[src/rtl/mem_bist.sv]
// March-style memory BIST: six elements (w0; r0w1; r1w0 ascending, r0w1; r1w0; r0 descending).
// Define MEM_BIST_FAIL_CAPTURE_EN to add fail_addr/fail_exp/fail_act first-mismatch capture.
module mem_bist #(
    parameter int DATA_W    = 8,
    parameter int MEM_SIZE  = 6,
    parameter int ADDR_SIZE = $clog2(MEM_SIZE) + 1
) (
    input  logic                 clock,
    input  logic                 reset_n,
    input  logic                 start,
    output logic                 busy,
    output logic                 done,
    output logic                 pass,
    output logic                 mem_write,
    output logic                 mem_read,
    output logic [ADDR_SIZE-1:0] mem_addr_w,
    output logic [ADDR_SIZE-1:0] mem_addr_r,
    output logic [DATA_W-1:0]    mem_datain,
    input  logic [DATA_W-1:0]    mem_dataout
`ifdef MEM_BIST_FAIL_CAPTURE_EN
    ,
    output logic [ADDR_SIZE-1:0] fail_addr,
    output logic [DATA_W-1:0]    fail_exp,
    output logic [DATA_W-1:0]    fail_act
`endif
);

    typedef enum logic [1:0] {IDLE, RUN, FLUSH, DONE} state_t;

    typedef struct packed {
        logic              vld;
        logic [DATA_W-1:0] exp;
    } cmp_t;

    localparam logic [ADDR_SIZE-1:0] LAST_ADDR = ADDR_SIZE'(MEM_SIZE - 1);
    localparam logic [2:0] E0 = 3'd0, E1 = 3'd1, E2 = 3'd2, E3 = 3'd3, E4 = 3'd4, E5 = 3'd5;

    state_t               state_q, state_d;
    logic [2:0]           elem_q, elem_d;
    logic [ADDR_SIZE-1:0] addr_q, addr_d;
    cmp_t                 cmp_q, cmp_d;
    logic                 err_q, err_d;

    logic el_rd, el_wr, el_wones, el_eones, el_desc;
    logic run, accept, mismatch, last_addr;

    always_comb begin
        el_rd    = (elem_q != E0);
        el_wr    = (elem_q != E5);
        el_wones = (elem_q == E1) || (elem_q == E3);
        el_eones = (elem_q == E2) || (elem_q == E4);
        el_desc  = (elem_q >= E3);
    end

    // All memory-side outputs decode straight from registered state.
    assign run        = (state_q == RUN);
    assign mem_write  = run && el_wr;
    assign mem_read   = run && el_rd;
    assign mem_addr_w = run ? addr_q : '0;
    assign mem_addr_r = run ? addr_q : '0;
    assign mem_datain = (run && el_wones) ? '1 : '0;

    assign busy   = (state_q == RUN) || (state_q == FLUSH);
    assign done   = (state_q == DONE);
    assign pass   = done && !err_q;
    assign accept = ((state_q == IDLE) || (state_q == DONE)) && start;

    assign mismatch  = cmp_q.vld && (mem_dataout != cmp_q.exp);
    assign last_addr = el_desc ? (addr_q == '0) : (addr_q == LAST_ADDR);

    always_comb begin
        state_d     = state_q;
        elem_d      = elem_q;
        addr_d      = addr_q;
        err_d       = err_q || mismatch;
        cmp_d.vld   = mem_read;
        cmp_d.exp   = (run && el_eones) ? '1 : '0;
        case (state_q)
            IDLE, DONE: begin
                if (start) begin
                    state_d = RUN;
                    elem_d  = E0;
                    addr_d  = '0;
                    err_d   = 1'b0;
                end
            end
            RUN: begin
                if (!last_addr) begin
                    addr_d = el_desc ? addr_q - ADDR_SIZE'(1) : addr_q + ADDR_SIZE'(1);
                end else if (elem_q == E5) begin
                    state_d = FLUSH;
                    elem_d  = E0;
                    addr_d  = '0;
                end else begin
                    // E2 -> E3 is where the sweep flips to descending.
                    elem_d = elem_q + 3'd1;
                    addr_d = (elem_q >= E2) ? LAST_ADDR : '0;
                end
            end
            FLUSH: state_d = DONE;
            default: state_d = IDLE;
        endcase
    end

    always_ff @(posedge clock or negedge reset_n) begin
        if (!reset_n) begin
            state_q <= IDLE;
            elem_q  <= E0;
            addr_q  <= '0;
            cmp_q   <= '0;
            err_q   <= 1'b0;
        end else begin
            state_q <= state_d;
            elem_q  <= elem_d;
            addr_q  <= addr_d;
            cmp_q   <= cmp_d;
            err_q   <= err_d;
        end
    end

`ifdef MEM_BIST_FAIL_CAPTURE_EN
    logic [ADDR_SIZE-1:0] cmp_addr_q;
    logic [ADDR_SIZE-1:0] fail_addr_q, fail_addr_d;
    logic [DATA_W-1:0]    fail_exp_q, fail_exp_d, fail_act_q, fail_act_d;

    always_comb begin
        fail_addr_d = fail_addr_q;
        fail_exp_d  = fail_exp_q;
        fail_act_d  = fail_act_q;
        if (accept) begin
            fail_addr_d = '0;
            fail_exp_d  = '0;
            fail_act_d  = '0;
        end else if (mismatch && !err_q) begin
            fail_addr_d = cmp_addr_q;
            fail_exp_d  = cmp_q.exp;
            fail_act_d  = mem_dataout;
        end
    end

    always_ff @(posedge clock or negedge reset_n) begin
        if (!reset_n) begin
            cmp_addr_q  <= '0;
            fail_addr_q <= '0;
            fail_exp_q  <= '0;
            fail_act_q  <= '0;
        end else begin
            cmp_addr_q  <= mem_addr_r;
            fail_addr_q <= fail_addr_d;
            fail_exp_q  <= fail_exp_d;
            fail_act_q  <= fail_act_d;
        end
    end

    assign fail_addr = fail_addr_q;
    assign fail_exp  = fail_exp_q;
    assign fail_act  = fail_act_q;
`endif

endmodule

[config.mk]
export PLATFORM = sky130hd
export DESIGN_NAME = mem_bist
export DESIGN_NICKNAME = d
export VERILOG_FILES = /design/src/rtl/mem_bist.sv
export SDC_FILE = /design/constraint.sdc
export NUM_CORES = 1
export LEC_CHECK = 0
export BUFFER_PORTS_ARGS = -buffer_cell sky130_fd_sc_hd__buf_4
export CAP_MARGIN = 20
export CORE_MARGIN = 2
export CORE_UTILIZATION = 53
export CTS_CLUSTER_DIAMETER = 150
export CTS_CLUSTER_SIZE = 24
export DETAILED_ROUTE_END_ITERATION = 10
export MAX_ROUTING_LAYER = met4
export PLACE_DENSITY_LB_ADDON = 0.08
export SETUP_SLACK_MARGIN = 0.15
export SLEW_MARGIN = 20
export SYNTH_ARGS = -nofsm -noshare
export SYNTH_HDL_FRONTEND = slang
export SYNTH_SLANG_ARGS = --single-unit
export TNS_END_PERCENT = 50
[constraint.sdc]
create_clock -name clock -period 4 [get_ports clock]
set_clock_uncertainty 0.1 [all_clocks]
set_input_delay 0.4 -clock clock [delete_from_list [all_inputs] [get_ports clock]]
set_output_delay 0.4 -clock clock [all_outputs]
set_load 0.02 [all_outputs]
==> impl_metrics.py <==
metrics = {
    "cts": {
        "clk_pin_slew_worst_paths_ns": 0.08,
        "cts_root_buffer": "clkbuf_4",
        "cts_tree": "done",
        "cts_inserted_buffers": 3,
        "postCtsSetupRepairBufs": 0,
        "cts_num_sinks": 12,
        "insertion_delay_ns": 0.27,
        "h-tree-depth": 1,
        "cts-resized-gates": 0,
        "cts_max_path_buffers": 2,
        "cts_hold_repair.buffers": 1,
    },
    "timing": {
        "rsz0062_at_grt": "no",
        "fmax_ghz": 0.365,
        "fin_crit_ns": 2.74,
        "max_slew_margin": 0.290,
        "final-hold-violation-count": 0,
        "finalSetupViolCount": 0,
        "tightest_slew_ns": 1.04,
        "whs_ns": 0.224,
        "post-route-period-util": 0.685,
        "timing.final.max_slew_violations": 0,
        "setup-tns-final_ns": 0,
    },
    "route": {
        "wl_met2_um": 1010,
        "avgViaCountPerCell": 5.30,
        "routedWlPerCell_um": 13.4,
        "first_pass_iters": 4,
        "ant_nets": 0,
        "dr.max_layer_used": "met4",
        "drt-total-wl_um": 2000,
        "drc": 0,
        "routed-wl-met3_um": 86,
        "drt_iter0_markers": 17,
        "detailroute.via_count": 795,
        "drt-met1-wl_um": 900,
    },
    "global_routing": {
        "gr-total-overflow": 0,
        "antenna_found_initial": 0,
        "grt_pass1_wl_um": 3240,
        "grt_pass1_vias": 727,
        "grt_usage": 0.219,
        "grt_max_degree": 17,
    },
    "cells_and_area": {
        "finalNetCount": 145,
        "n_antenna_cell": 0,
        "final_layout_size_suffix_gt1_frac": 0.288,
        "fin_area_mm2": 0.00115,
        "fill_cells": 142,
        "syn2layout_area_growth_pct": 19.6,
        "ff_latch_area_um2": 300,
        "multi_input_area_um2": 513,
    },
    "synth": {
        "synthFlopType": "dfrtp_1",
        "yosys_warnings": 0,
        "synth_area_leader_cell": "dfrtp_1",
        "synth_area_leaders": "dfrtp_1 31%, buf_4 8.6%, ha_1 7.8%",
        "synth_nets": 122,
        "ys_async_sr_fraction": 1.00,
        "netlist_instances": 104,
        "netlist-cell-type-count": 36,
        "synth_commonest_cells": "12 x dfrtp_1, 11 x buf_4, 9 x inv_1",
        "netlist.area_leader.share": 0.313,
        "synth_edf_count": 0,
        "synth.most_common_cell": "dfrtp_1",
        "seq_area_frac_synth": 0.313,
        "synth-seq-cells": 12,
        "postSynthAreaPerCell_um2": 9.23,
        "netlist_area_um2": 960,
    },
    "critical_path": {
        "worstPathArrival_ns": 2.81,
        "cp-end-kind": "flop",
        "cpMostUsedCell": "mux2i_1",
        "crit_slowest_cell": "mux2i_1",
        "required_ns": 4.07,
        "crit_chain": "and2_1, ha_1, a211o_1, inv_2, mux2i_1, mux2i_1, a22o_1",
        "reg2regPathDepth": 7,
        "cp_max_fo": 11,
        "crit_type": "reg -> reg",
        "start_kind": "flop",
        "slowest_delay_ns": 0.85,
    },
    "die": {
        "pin_count": 32,
        "die_height_um": 46.6,
        "start_util": 0.562,
        "die_area_mm2": 0.00217,
        "die_width_um": 46.6,
        "fp.coreArea_mm2": 0.00171,
        "rows": 15,
    },
    "worst_hold_path": {
        "hold_depth": 2,
        "worst_hold_path_type": "in -> reg",
    },
    "status": {
        "status": "finished clean",
    },
    "pwr": {
        "power.density_mw_per_mm2": 713,
        "ir_drop_v": 0.000476,
        "leakage_nw": 0.579,
    },
    "placement": {
        "dp_hpwl_um": 1570,
        "placed_cell_area_mm2": 0.00111,
        "gp_congestion": 0.853,
        "io_buffers": 31,
    },
    "flow_run": {
        "maxCapViolations": 0,
    },
}
-- critical path, delay by kind of cell, from the launching register on --
kind | cells | cell delay, ns
buffers and inverters | 1 | 0.10
flip-flops | 1 | 0.46
AND/OR/NAND/NOR | 1 | 0.18
AO/OA/AOI/OAI | 2 | 0.57
adder cells (fa/ha/maj) | 1 | 0.19
multiplexers | 2 | 1.04
-- metal layers --
layer | vias up | global-route usage
met5 | - | -
met3 | 2 | 0.0235
met4 | 0 | 0.0686
met1 | 374 | 0.290
li1 | 396 | -
met2 | 23 | 0.350
-- sequential cells by signal, summed over array words and instances, names as in the netlist --
| signal | count |
|---|---|
| addr_q | 4 |
| elem_q | 3 |
| cmp_q | 2 |
| state_q | 2 |
| err_q | 1 |
-- logic make-up after synthesis --
family,Yosys count,share of synthesized area
AO/OA/AOI/OAI,21,0.171
XOR/XNOR,2,0.0183
adder cells (fa/ha/maj),7,0.0991
buffers and inverters,24,0.153
flip-flops,12,0.313
multiplexers,6,0.0626
AND/OR/NAND/NOR,32,0.184
-- per-stage QoR --
stage | util | power (mW) | setup WS [ns] | std cells
floorplan | - | 0.617 | 1.58 | 104
global placement | 0.653 | 0.730 | 1.39 | 146
detailed placement | 0.653 | 0.743 | 1.29 | 146
CTS | 0.672 | 0.824 | 1.28 | 150
global route | 0.672 | 0.888 | 1.15 | 150
finish | 0.672 | 0.818 | 1.26 | 150
-- cell usage in the layout (no fill, tap or decap), types with 3 or more instances in the layout --
cell | Yosys | final
ha_1 | 6 | 6
a21oi_1 | 6 | 6
mux2i_1 | 6 | 6
nand2_1 | 6 | 6
inv_1 | 9 | 9
nor2_1 | 3 | 3
dfrtp_1 | 12 | 12
and2_1 | 5 | 5
buf_4 | 11 | 31
clkbuf_4 | 0 | 3
nand3_1 | 6 | 6
-- final cells by class --
cell class | instances | area share
clock buffers | 3 | 0.0196
inverters | 10 | 0.0327
multi-input cells | 68 | 0.447
flip-flops and latches | 12 | 0.262
well taps | 25 | 0.0273
repair buffers | 32 | 0.212
-- power by group --
| part | total (mW) | internal (mW) | switching (mW) |
|---|---|---|---|
| combinational | 0.531 | 0.225 | 0.306 |
| clock | 0.0740 | 0.0348 | 0.0391 |
| sequential | 0.213 | 0.165 | 0.0485 |
-- final timing paths --
| path | startpoint | endpoint | slack [ns] |
|---|---|---|---|
| hold / removal | start | err_q | 0.22 |
| setup reg to reg | elem_q[1] | addr_q[2] | 1.26 |
| hold reg to reg | cmp_q[8] | err_q | 0.45 |
| setup / recovery | elem_q[1] | addr_q[2] | 1.26 |
| min in group asynchronous | reset_n | cmp_q[6] | 0.40 |
| max in group asynchronous | reset_n | state_q[0] | 3.24 |
(Power assumes the default switching activity.)
